**src/rtl/gvizi_regmap_pkg.sv**
```systemverilog
// Register-map constants shared by the SPI write and read-back paths.
// Holds the address map, frame geometry, read-back FSM states and the debug view.
package gvizi_regmap_pkg;

    localparam logic [15:0] VERSION    = 16'h0001;
    localparam int          FRAME_W    = 24;
    localparam int          R_FLAG_BIT = 23;
    localparam int          CNT_W      = 5;

    localparam logic [3:0] ADDR_VERSION = 4'd0;
    localparam logic [3:0] ADDR_CHEN    = 4'd1;
    localparam logic [3:0] ADDR_MODE    = 4'd2;
    localparam logic [3:0] ADDR_CNT0    = 4'd3;
    localparam logic [3:0] ADDR_DAC0    = 4'd4;
    localparam logic [3:0] ADDR_CNT1    = 4'd5;
    localparam logic [3:0] ADDR_DAC1    = 4'd6;
    localparam logic [3:0] ADDR_CNT2    = 4'd7;
    localparam logic [3:0] ADDR_DAC2    = 4'd8;
    localparam logic [3:0] ADDR_CNT3    = 4'd9;
    localparam logic [3:0] ADDR_DAC3    = 4'd10;
    localparam logic [3:0] ADDR_PRESC   = 4'd11;

    typedef enum logic [1:0] {
        IDLE  = 2'd0,
        ARMED = 2'd1,
        SHIFT = 2'd2
    } state_t;

    typedef struct packed {
        state_t           state;
        logic [CNT_W-1:0] bit_cnt;
        logic             sclk_lvl;
        logic             sclk_rise;
        logic             cs_n_lvl;
    } dbg_t;

    // R flag in the MSB, three reserved zeros, then address and data.
    function automatic logic [FRAME_W-1:0] pack_frame(input logic [3:0] addr,
                                                      input logic [15:0] data);
        return {1'b1, 3'b000, addr, data};
    endfunction

endpackage

```
**src/rtl/sync_edge.sv**
```systemverilog
// Two-flop synchronizer plus history flop for an asynchronous pin, with
// registered rise/fall strobes and a level that is time-aligned to them.
module sync_edge #(
    parameter logic RST_VAL = 1'b0
) (
    input  logic i_clk,
    input  logic i_rst,
    input  logic pin,
    output logic level,
    output logic rise,
    output logic fall
);

    logic meta;
    logic sync;
    logic hist;

    always_ff @(posedge i_clk) begin
        if (i_rst) begin
            meta <= RST_VAL;
            sync <= RST_VAL;
            hist <= RST_VAL;
            rise <= 1'b0;
            fall <= 1'b0;
        end else begin
            meta <= pin;
            sync <= meta;
            hist <= sync;
            rise <= sync & ~hist;
            fall <= ~sync & hist;
        end
    end

    // hist carries the new value on the same cycle the strobe fires.
    assign level = hist;

endmodule

```
**src/rtl/spi_readback_tx.sv**
```systemverilog
// SPI read-back transmitter: snapshots an addressed register on request and
// shifts a 24-bit response frame out MSB-first on the master's SCLK falling edges.
module spi_readback_tx
    import gvizi_regmap_pkg::*;
(
    input  logic        i_clk,
    input  logic        i_rst,
    input  logic        i_sclk,
    input  logic        i_cs_n,
    input  logic        i_rd_req,
    input  logic [3:0]  i_rd_addr,
    input  logic        i_mod,
    input  logic        i_Clk_mod,
    input  logic [7:0]  i_presc,
    input  logic [3:0]  i_ChEnable,
    input  logic [15:0] i_ChCountD0,
    input  logic [15:0] i_ChCountD1,
    input  logic [15:0] i_ChCountD2,
    input  logic [15:0] i_ChCountD3,
    input  logic [7:0]  i_ChDacD0,
    input  logic [7:0]  i_ChDacD1,
    input  logic [7:0]  i_ChDacD2,
    input  logic [7:0]  i_ChDacD3,
    output logic        o_miso,
    output logic        o_busy,
    output logic        o_done,
    output logic        o_abort,
    output dbg_t        o_dbg
);

    // Request handshake: i_rd_req is a one-cycle valid with no ready; the
    // implicit ready is ~o_busy, and a request seen while busy is dropped.

    localparam logic [CNT_W-1:0] LAST_BIT = CNT_W'(FRAME_W - 1);

    logic sclk_lvl, sclk_rise, sclk_fall;
    logic cs_n_lvl, cs_rise, cs_fall;

    sync_edge #(.RST_VAL(1'b0)) u_sclk_sync (
        .i_clk (i_clk),
        .i_rst (i_rst),
        .pin   (i_sclk),
        .level (sclk_lvl),
        .rise  (sclk_rise),
        .fall  (sclk_fall)
    );

    sync_edge #(.RST_VAL(1'b1)) u_cs_sync (
        .i_clk (i_clk),
        .i_rst (i_rst),
        .pin   (i_cs_n),
        .level (cs_n_lvl),
        .rise  (cs_rise),
        .fall  (cs_fall)
    );

    logic [15:0]        rd_data;
    logic [FRAME_W-1:0] frame_c;

    always_comb begin
        rd_data = 16'h0000;
        case (i_rd_addr)
            ADDR_VERSION: rd_data = VERSION;
            ADDR_CHEN:    rd_data = {4'b0000, i_ChEnable, 8'h00};
            ADDR_MODE:    rd_data = {11'b0, i_Clk_mod, 3'b000, i_mod};
            ADDR_CNT0:    rd_data = i_ChCountD0;
            ADDR_DAC0:    rd_data = {8'h00, i_ChDacD0};
            ADDR_CNT1:    rd_data = i_ChCountD1;
            ADDR_DAC1:    rd_data = {8'h00, i_ChDacD1};
            ADDR_CNT2:    rd_data = i_ChCountD2;
            ADDR_DAC2:    rd_data = {8'h00, i_ChDacD2};
            ADDR_CNT3:    rd_data = i_ChCountD3;
            ADDR_DAC3:    rd_data = {8'h00, i_ChDacD3};
            ADDR_PRESC:   rd_data = {8'h00, i_presc};
            default:      rd_data = 16'h0000;
        endcase
        frame_c = pack_frame(i_rd_addr, rd_data);
    end

    state_t             state, state_nxt;
    logic [FRAME_W-1:0] shreg, shreg_nxt;
    logic [CNT_W-1:0]   bit_cnt, bit_cnt_nxt;
    logic               miso_q, miso_nxt;
    logic               done_q, done_nxt;
    logic               abort_q, abort_nxt;

    always_ff @(posedge i_clk) begin
        if (i_rst) begin
            state   <= IDLE;
            shreg   <= '0;
            bit_cnt <= '0;
            miso_q  <= 1'b0;
            done_q  <= 1'b0;
            abort_q <= 1'b0;
        end else begin
            state   <= state_nxt;
            shreg   <= shreg_nxt;
            bit_cnt <= bit_cnt_nxt;
            miso_q  <= miso_nxt;
            done_q  <= done_nxt;
            abort_q <= abort_nxt;
        end
    end

    always_comb begin
        state_nxt   = state;
        shreg_nxt   = shreg;
        bit_cnt_nxt = bit_cnt;
        miso_nxt    = miso_q;
        done_nxt    = 1'b0;
        abort_nxt   = 1'b0;
        case (state)
            IDLE: begin
                miso_nxt = 1'b0;
                if (i_rd_req) begin
                    shreg_nxt   = frame_c;
                    bit_cnt_nxt = '0;
                    state_nxt   = ARMED;
                end
            end
            ARMED: begin
                if (cs_rise) begin
                    abort_nxt = 1'b1;
                    miso_nxt  = 1'b0;
                    state_nxt = IDLE;
                end else if (!cs_n_lvl || cs_fall) begin
                    miso_nxt  = shreg[R_FLAG_BIT];
                    state_nxt = SHIFT;
                end
            end
            SHIFT: begin
                // The last falling edge outranks a simultaneous CS release.
                if (sclk_fall && bit_cnt == LAST_BIT) begin
                    shreg_nxt   = {shreg[FRAME_W-2:0], 1'b0};
                    bit_cnt_nxt = bit_cnt + 1'b1;
                    miso_nxt    = 1'b0;
                    done_nxt    = 1'b1;
                    state_nxt   = IDLE;
                end else if (cs_rise) begin
                    abort_nxt = 1'b1;
                    miso_nxt  = 1'b0;
                    state_nxt = IDLE;
                end else if (sclk_fall) begin
                    shreg_nxt   = {shreg[FRAME_W-2:0], 1'b0};
                    bit_cnt_nxt = bit_cnt + 1'b1;
                    miso_nxt    = shreg[FRAME_W-2];
                end
            end
            default: begin
                miso_nxt  = 1'b0;
                state_nxt = IDLE;
            end
        endcase
    end

    assign o_miso  = miso_q;
    assign o_busy  = (state != IDLE);
    assign o_done  = done_q;
    assign o_abort = abort_q;

    always_comb begin
        o_dbg           = '0;
        o_dbg.state     = state;
        o_dbg.bit_cnt   = bit_cnt;
        o_dbg.sclk_lvl  = sclk_lvl;
        o_dbg.sclk_rise = sclk_rise;
        o_dbg.cs_n_lvl  = cs_n_lvl;
    end

endmodule

```
**config.mk**
```make
export PLATFORM = sky130hd
export DESIGN_NAME = spi_readback_tx
export DESIGN_NICKNAME = d
export VERILOG_FILES = /design/src/rtl/gvizi_regmap_pkg.sv /design/src/rtl/sync_edge.sv /design/src/rtl/spi_readback_tx.sv
export SDC_FILE = /design/constraint.sdc
export NUM_CORES = 1
export LEC_CHECK = 0
export CORE_AREA = 4 4 93 95
export CTS_BUF_LIST = sky130_fd_sc_hd__clkbuf_16
export DETAILED_ROUTE_END_ITERATION = 8
export DIE_AREA = 0 0 97 99
export PLACE_DENSITY = 0.77
export SLEW_MARGIN = 10
export SYNTH_ARGS = -nofsm -noshare
export SYNTH_HDL_FRONTEND = slang
export SYNTH_SLANG_ARGS = --single-unit
```
**constraint.sdc**
```tcl
create_clock -name i_clk -period 1.8 [get_ports i_clk]
set_input_delay 0.36 -clock i_clk [delete_from_list [all_inputs] [get_ports i_clk]]
set_output_delay 0.36 -clock i_clk [all_outputs]
set_load 0.05 [all_outputs]
```
Yosys cells after proc, flatten, opt, wreduce, memory -nomap -nowiden:

Cells that the tools add are included.
W data, S select, Z words.

* bits in registers: 44
* input bits: 119
* output and inout bits: 14
* logic and storage cells: 84

* add/sub/neg operators: 1
* equality and inequality tests: 20
* mux-type cells: 27
* bitwise gates (word level): 9
* reduce and logical (&&, ||, !) cells: 11

Operators with widths (count)
* $pmux W16 S12: 1
* $mux W24: 4
* $pmux W24 S2: 1
* $mux W5: 4
* $eq A4 B3 Y1 const B: 4
* $eq A4 B4 Y1 const B: 4
* $mux W2: 5
* $pmux W5 S2: 1
* $ne A3 B2 Y1 const B: 3
* $eq A4 B2 Y1 const B: 2
* $mux W1: 8
* $pmux W2 S3: 1
* $add A5 B1 Y5 const B: 1
* $eq A5 B5 Y1 const B: 1
* $not A1 Y1: 5
* $and A1 B1 Y1: 4
* $eq A4 B1 Y1 const B: 1
* $logic_not A4 Y1: 1
* $ne A4 B2 Y1 const B: 1
* $pmux W1 S2: 2
* $reduce_and A4 Y1: 1
* $reduce_bool A2 Y1: 2
* $ne A3 B3 Y1 const B: 1
* $reduce_and A3 Y1: 1
* other kinds (9): 9

Longest topological paths before layout:

Gate-level depths: netlist (run 1).

* depth after elaboration: 5
* mapped depth: 9

Modules after synthesis:

Synthesis (run 1) repeated with hierarchy kept, for this count alone.

* cells, all modules: 341
* area, all modules: 2902.8 um^2

Modules (own cells, without submodules)
* spi_readback_tx: instances 1, cells an instance 321, area an instance 2635.0 um^2, seq. area each 680.7 um^2
* sync_edge: instances 2, cells an instance 10, area an instance 133.9 um^2, seq. area each 100.1 um^2

Worst setup path after synthesis (run 1):

OpenSTA, ideal clock, no wires.

* path type: register -> register
* start point: register state[0]
* end point: register shreg[3]
* setup time: 86 ps
* data arrival time: 2171 ps
* required time: 1714 ps
* setup slack: -456 ps
* cell stages (with the launch flop): 9
* buffers on the path: 1
* period minus slack after synthesis: 2256 ps
* cell sequence: dfxtp_1 -> inv_1 -> ha_1 -> inv_1 -> a21oi_1 -> nand2_1 -> buf_2 -> a21oi_1 -> a211oi_1

* longest elaborated chain between the ends: 3

RTL lines
* start: declaration: RTL line spi_readback_tx.sv:80 `state_t state, state_nxt;`
* start signal: assignment: RTL line spi_readback_tx.sv:96 `state <= state_nxt;`
* $eq A2 B2 Y1 or $logic_not A2 Y1 (tied branches): RTL line spi_readback_tx.sv:112 `case (state)`
* $ne A3 B3 Y1 (no source line), or another cell as far along
* $reduce_and A4 Y1 (no source line)
* end signal: assignment: RTL line spi_readback_tx.sv:97 `shreg <= shreg_nxt;`
* end: declaration: RTL line spi_readback_tx.sv:81 `logic [FRAME_W-1:0] shreg, shreg_nxt;`

Several ways; a longest one is shown, not always the timed one.
A chain may end at the register's enable or synchronous reset.

Worst setup path after layout (run 1):

* start point: register bit_cnt[0]
* end point: register shreg[21]

* longest elaborated chain between the ends: 4

RTL lines
* start: declaration: RTL line spi_readback_tx.sv:82 `logic [CNT_W-1:0] bit_cnt, bit_cnt_nxt;`
* start signal: assignment: RTL line spi_readback_tx.sv:98 `bit_cnt <= bit_cnt_nxt;`
* $eq A5 B5 Y1 *: RTL line spi_readback_tx.sv:133 `if (sclk_fall && bit_cnt == LAST_BIT) begin`
* $logic_and A1 B1 Y1 *: RTL line spi_readback_tx.sv:133
* $ne A3 B3 Y1 (no source line), or another cell as far along
* $reduce_and A4 Y1 (no source line) or $pmux W24 S2 (tied branches)

Mark *: on every way between the ends. The rest lies on a longest branch, timed or not.

==> results of run 1 <==
==> power by group through the flow <==
stage          Sequential, W  Combinational [W]  Clock, W
2_1_floorplan        0.00144            0.00141         0
3_5_place_dp         0.00139            0.00234         0
4_1_cts              0.00137            0.00239  0.000948
6_report             0.00139            0.00287  0.000930
3_3_place_gp         0.00138            0.00228         0
5_1_grt              0.00141            0.00306  0.000997
==> routing by layer <==
layer	track usage [%]	vias to the layer above
met5	0	-
li1	-	1677
met1	24.1	1645
met2	39.5	136
met3	3.26	23
met4	4.10	0
==> kinds of logic (layout without fill, tap and decap cells) <==
logic type | after synthesis | in the layout | synth area share, %
XOR/XNOR | 4 | 4 | 1.16
AO/OA/AOI/OAI | 109 | 109 | 26.5
adder cells (fa/ha/maj) | 4 | 4 | 1.66
buffers and inverters | 42 | 204 | 8.63
multiplexers | 18 | 18 | 6.02
flip-flops | 44 | 44 | 29.2
AND/OR/NAND/NOR | 142 | 143 | 26.8
==> final timing paths <==
| kind | startpoint | cells past startpoint | slack, ns | to |
|---|---|---|---|---|
| worst max-delay path | bit_cnt[0] | 7 | 0.03 | shreg[21] |
| worst min-delay path | u_sclk_sync.sync | 1 | 0.41 | u_sclk_sync.fall |
| worst max register to register | bit_cnt[0] | 7 | 0.03 | shreg[21] |
| worst min register to register | u_sclk_sync.sync | 1 | 0.41 | u_sclk_sync.fall |
==> critical path, stage by stage, from the launching register on <==
cell       delay (ns)
dfxtp_4          0.37
ha_4             0.14
nand4b_1         0.17
o211a_1          0.33
nor2_4           0.22
clkbuf_16        0.21
nand3_1          0.11
a21oi_1          0.15
==> metrics by stage <==
step | instances | instance area [um2] | setup TNS (ns) | util [%]
floorplan | 363 | 3050 | 0 | -
global placement | 606 | 4640 | -6.25 | 60.1
detailed placement | 606 | 4640 | -7.41 | 60.1
global route | 628 | 5090 | -0.263 | 65.9
finish | 628 | 5090 | 0 | 65.9
CTS | 618 | 4870 | -0.0122 | 63.1
==> area by class of cell <==
cell class | count | area, um2
tap | 102 | 128
clock inverter | 3 | 26.3
timing repair buffer | 186 | 1870
fill | 572 | 2630
clock buffer | 5 | 125
inverter | 10 | 41.3
sequential | 44 | 897
multi-input combinational | 278 | 2010
==> cells in the mapped netlist (3+ instances only) <==
master    count  area, um2
a211oi_1     16        120
a21o_1        5       37.5
a21oi_1      17       85.1
a22o_1        3       26.3
a22oi_1      17        128
a31oi_1       5       31.3
a32oi_1       5       43.8
and3_1        6       37.5
and3b_1       7       61.3
buf_2        10       50.1
buf_4         8       60.1
buf_6         5       56.3
clkbuf_1      6       22.5
dfxtp_1      44        881
ha_1          4       50.1
inv_1        10       37.5
mux2i_1      17        170
nand2_1      14       52.6
nand2b_1     11       68.8
nand3_1      15       75.1
nand3b_1     13       97.6
nor2_1       33        124
nor2b_1      10       62.6
nor3_1       14       70.1
nor3b_1       8       60.1
o21ai_0      11       55.1
o22ai_1       5       31.3
or2_2         3       18.8
xnor2_1       4       35.0
==> timing repair <==
item	in CTS	in global routing
pin swaps	10	15
buffers inserted	4	6
gates resized for setup	17	26
cloned	1	4
endpoints found under the setup margin	16	28
==> summary.txt, run 1 <==
Run status
  • Status: finished clean

Timing
  • Layout Skew: 0.00774 ns
  • Maximum clock rate: 0.565 GHz
  • Slew HR: 70.7%
  • Setup-failing EPs final: 0
  • RSZ-0062 raised after global routing: yes
  • Slew Limit Fails: 0
  • Hold WS: 0.413 ns
  • Final Hold Fails: 0
  • Measured slew at the worst slew-check pin: 0.439 ns
  • Minimum clock period: 1.77 ns
  • Period utilization: 98.3%
  • Post-route setup slack: 0.0311 ns

Run
  • Max Cap Violations: 0

Clock tree
  • CTS Sinks: between 40 and 50
  • CTS Buffer Depth: 2
  • CTS buffer count: 5
  • H-tree levels: 2
  • CTS Hold Bufs: 0
  • CTS clock-pin slew for the worst setup and hold paths: 0.07 ns
  • Clock Latency Late Sink: 0.29 ns
  • CTS tree: done
  • Clk root buf: clkbuf_16

Power and ir drop
  • Worst IR Drop VDD: between 0.6 and 0.7 mV
  • Leakage: roughly 2.0 nW
  • Net switching power: ~0.002 W
  • Power share of the combinational group: between 50% and 60%
  • PnR Total Power: 0.00519 W
  • Sequential power share: 26.7%
  • Switching power share of the total: between 30% and 40%
  • Internal Power: roughly 0.0032 W
  • Fraction of power consumed by the clock network: 17.9%
  • Power density cells: approximately 1000 nW/um2

Drt
  • Initial DRC count: 187
  • Top layer in use: met4
  • Met2 routed wirelength: just under 6000 um
  • DR WL met3: between 600 and 700 um
  • Post-route antenna net violation count: 0
  • # DRC: 0
  • Vias per inst: between 5 and 6
  • DR WL/cell: 17.9 um
  • M1 WL: 4410 um
  • Initial DRT Pass Iterations: 7
  • Post-Route WL: between 10000 and 15000 um
  • Via count: 3481

Logic synthesis
  • Async set-reset flop share out of synthesis: 0%
  • Mapped Area: roughly 3000 um2
  • Synthesized instance count: about 360
  • Syn_nets: 486
  • Post-synth EDFFs: 0
  • Syn_area_per_cell: 8.31 um2
  • Ys flop type: dfxtp_1
  • #FFs+latches synth: 44
  • Yosys warning count: 0
  • Post-synthesis sequential area ratio: between 20% and 30%
  • Cell variety after synth: 57

Floorplan
  • FP Rows: 32
  • Core area: approximately 7700 um2
  • Starting Density: 39.0%
  • DIE WIDTH: about 97 um
  • Die Height: 99 um
  • Die area: 9600 um2
  • I/O pin cnt: between 100 and 150

Finish
  • Final nets: 648
  • Number of antenna repair diodes: 0
  • Biggest regs: shreg: 24 flops, bit_cnt: 5 flops, state: 2 flops
  • Max FFs per register: 24
  • Layout cell share with drive strength beyond 1: 23.8%
  • Commonest non-fill, non-tap cells in the layout: clkdlybuf4s50_1 (114), buf_4 (52), dfxtp_1 (39)
  • Area Growth Syn to Fin: 69.0%
  • Leading cell type in the layout, fill and taps excluded: clkdlybuf4s50_1
  • Biggest register: shreg

Worst setup path
  • Req. time, crit path: slightly above 2 ns
  • Max Fanout on Critical Path: 8
  • Setup CP Type: reg2reg
  • Worst setup SP type: flip-flop
  • Worst setup EP type: flip-flop
  • Worst path arrival time: just under 2 ns

Global routing
  • Total Routing Usage GR: 20.6%
  • Largest net degree at the start of global routing: 32
  • First-pass GRT wire length: 16300 um
  • Initial antenna violation count: 0
  • Global route overflow: 0
  • Number of global-route vias before repair: 3371

Placed design
  • Pre-CTS setup slack: -0.480 ns
  • PortBufs: 132
  • Dpl hpwl: 7900 um
  • RD Place Congestion: 0.853

Hold path
  • Hold Path Class: reg2reg
(Power assumes the default switching activity.)
==> run 2: changes to the inputs <==
--- a/config.mk
+++ b/config.mk
@@ -8,3 +8,3 @@
 export CORE_AREA = 4 4 93 95
-export CTS_BUF_LIST = sky130_fd_sc_hd__clkbuf_16
+export CTS_BUF_LIST = sky130_fd_sc_hd__clkbuf_4 sky130_fd_sc_hd__clkbuf_8
 export DETAILED_ROUTE_END_ITERATION = 8
==> constraint.sdc (replaced) <==
create_clock -name i_clk -period 1.8 [get_ports i_clk]
set_input_delay 0.54 -clock i_clk [delete_from_list [all_inputs] [get_ports i_clk]]
set_output_delay 0.54 -clock i_clk [all_outputs]
set_load 0.05 [all_outputs]
==> summary.txt, run 2 (synthesis results as in run 1) <==
Run status
  • Status: finished clean

Finish
  • Filler cells: 609 (+6.5%)
  • Area Growth Syn to Fin: 72.3%
  • Commonest non-fill, non-tap cells in the layout: clkdlybuf4s50_1 (112), buf_4 (40), dfxtp_1 (39)
  • Util after Layout: 67.2% (+1.3 points)
  • Post-route insts no fill: 625 (-0.48%)
  • Number of antenna repair diodes: 0 (unchanged)
  • Final nets: 645 (-0.46%)
  • Layout cell share with drive strength beyond 1: 23.9% (+0.14 points)
  • Leading cell type in the layout, fill and taps excluded: clkdlybuf4s50_1
  • Combined area of the multi-input logic cells: 2030 um2 (+0.68%)
  • Biggest regs: shreg: 24 flops, bit_cnt: 5 flops, state: 2 flops
  • Reg area: 897 um2 (unchanged)
  • Biggest register: shreg
  • Max FFs per register: 24 (unchanged)

Floorplan
  • Die Height: 99 um (unchanged)
  • Core area: 7730 um2 (unchanged)
  • I/O pin cnt: 133 (unchanged)
  • Die area: 9600 um2 (unchanged)
  • Starting Density: 39.0% (unchanged)
  • DIE WIDTH: 97 um (unchanged)
  • FP Rows: 32 (unchanged)

Power and ir drop
  • Sequential power share: 28.2% (+1.5 points)
  • Worst IR Drop VDD: 0.503 mV (-19%)
  • Leakage: 2.02 nW (+1.3%)
  • Internal Power: 0.00299 W (-5.0%)
  • Power density cells: 956 nW/um2 (-6.1%)
  • Fraction of power consumed by the clock network: 13.1% (-4.8 points)
  • Net switching power: 0.00197 W (-3.1%)
  • Switching power share of the total: 39.7% (+0.47 points)
  • Power share of the combinational group: 58.6% (+3.3 points)

Drt
  • Initial DRT Pass Iterations: 4 (-3)
  • # DRC: 0 (unchanged)
  • Post-route antenna net violation count: 0 (unchanged)
  • Vias per inst: 5.49 (-0.96%)
  • Via count: 3431 (-1.4%)
  • DR WL/cell: 17.7 um (-0.66%)
  • Initial DRC count: 167 (-11%)
  • Post-Route WL: 11100 um (-1.1%)

Worst setup path
  • Worst path arrival time: 1.98 ns (about the same)
  • Worst setup EP type: flip-flop
  • Critical-path cell list: clkdlybuf4s50_1, nand2b_1, o21ai_2, nor2_4, clkbuf_16, nand3_1, a21oi_1
  • FF-to-FF setup slack: 0.07 ns (+0.04 ns)
  • Worst setup SP type: input port
  • Crit path buf inv count: 2 (+1)
  • CP top delay family: buffers and inverters
  • CP peak stage delay: 0.50 ns (+0.13 ns)
  • Req. time, crit path: 2.01 ns (about the same)
  • Max Fanout on Critical Path: 15 (+7)
  • Setup CP Type: in2reg
  • CP max-delay cell: clkdlybuf4s50_1

Global routing
  • Largest net degree at the start of global routing: 32 (unchanged)
  • First-pass GRT wire length: 17000 um (+4.3%)
  • Global route overflow: 0 (unchanged)
  • Initial antenna violation count: 0 (unchanged)
  • Met2 GRT Util: 40.1% (+0.64 points)
  • Most Crowded Layer GR: met2
  • M1 GR Usage: 25.7% (+1.6 points)
  • Total Routing Usage GR: 21.4% (+0.78 points)
  • Number of global-route vias before repair: 3447 (+2.3%)
  • Grt met3 use: 3.33% (+0.071 points)

Timing
  • Period utilization: 97.8% (-0.43 points)
  • Minimum clock period: 1.76 ns (-0.00780 ns)
  • Slew Limit Fails: 0 (unchanged)
  • Slew HR: 69.2% (-1.4 points)
  • Layout Skew: 0.00570 ns (-0.00204 ns)
  • Final Hold Fails: 0 (unchanged)
  • Maximum clock rate: 0.568 GHz (+0.44%)
  • Measured slew at the worst slew-check pin: 0.450 ns (+0.0111 ns)
  • Setup-failing EPs final: 0 (unchanged)

Clock tree
  • CTS tree: done
  • CTS Buffer Depth: 2 (unchanged)
  • Clock Latency Late Sink: 0.29 ns (about the same)
  • Clk root buf: clkbuf_8
  • CTS buffer count: 5 (unchanged)
  • CTS clock-pin slew for the worst setup and hold paths: 0.08 ns (about the same)
  • H-tree levels: 2 (unchanged)
  • CTS Sinks: 44 (unchanged)

Placed design
  • Inst Count DP: 606 (unchanged)
  • PortBufs: 132 (unchanged)
  • RD Place Congestion: 0.882 (+3.4%)
  • Dpl hpwl: 8100 um (+2.5%)

Hold path
  • Hold Path Class: reg2reg

Run
  • Max Cap Violations: 0 (unchanged)
==> run 2: changes by cell type in the layout (fill, tap and decap cells not counted), sizes merged, moves of 2 or more <==
cell | previous run | this run
buf | 65 | 62
clkdlybuf4s50 | 114 | 112
clkdlybuf4s15 | 0 | 2
bufbuf | 0 | 3
==> run 2: cell type report <==
| class | instances | area share, % |
|---|---|---|
| Clock inverter | 2 | 0.265 |
| Tap cell | 102 | 2.46 |
| Inverter | 10 | 0.795 |
| Clock buffer | 6 | 1.59 |
| Multi-Input combinational cell | 278 | 39.0 |
| Sequential cell | 44 | 17.3 |
| Timing Repair Buffer | 183 | 38.6 |
==> run 2: final timing paths <==
path	start	end	cells after the start
worst max-delay path	i_rd_req	bit_cnt[1]	7
worst max register to register	bit_cnt[1]	bit_cnt[1]	7
worst min-delay path	u_sclk_sync.sync	u_sclk_sync.fall	1
worst min register to register	u_sclk_sync.sync	u_sclk_sync.fall	1
==> run 2: metrics by stage <==
| stage | hold WS, ns | setup TNS [ns] | instance area (um2) | power (W) | worst slack (ns) |
|---|---|---|---|---|---|
| 4_1_cts | 0.412 | 0 | 5020 | 0.00457 | 0.000203 |
| 6_report | 0.410 | 0 | 5200 | 0.00497 | 0.0389 |
| 3_5_place_dp | 0.401 | -12.89 | 4780 | 0.00385 | -0.692 |
| 5_1_grt | 0.441 | -0.273 | 5200 | 0.00524 | -0.0423 |
| 2_1_floorplan | 0.388 | 0 | 3050 | 0.00285 | 0.00120 |
| 3_3_place_gp | 0.394 | -11.42 | 4780 | 0.00376 | -0.607 |
==> run 2: power groups by stage <==
| stage | logic, W | clock network, W | registers, W |
|---|---|---|---|
| after floorplan | 0.00141 | 0 | 0.00144 |
| after global placement | 0.00237 | 0 | 0.00139 |
| after detailed placement | 0.00245 | 0 | 0.00141 |
| after CTS | 0.00254 | 0.000653 | 0.00139 |
| after global routing | 0.00312 | 0.000691 | 0.00142 |
| final | 0.00291 | 0.000652 | 0.00140 |
==> run 2: worst reg2reg max path, delay by kind of cell, from the launching register on <==
kind	cells	cell delay, ns
AO/OA/AOI/OAI	2	0.46
adder cells (fa/ha/maj)	1	0.14
buffers and inverters	1	0.23
flip-flops	1	0.37
AND/OR/NAND/NOR	3	0.47
==> run 2: layer usage <==
layer / routed length [um] / vias up
met4: 176 / 0
li1: - / 1670
met2: 5780 / 113
met3: 513 / 16
met1: 4620 / 1632
met5: 0 / -
==> run 2: what timing repair did <==
| item | CTS | global route |
|---|---|---|
| setup buffers | 2 | 3 |
| hold buffers | 0 | 0 |
| cloned | 4 | 2 |
| pin swaps | 6 | 16 |
| endpoints found under the setup margin | 16 | 30 |
| hold endpoints to repair | 0 | 0 |
| gates resized for setup | 18 | 26 |
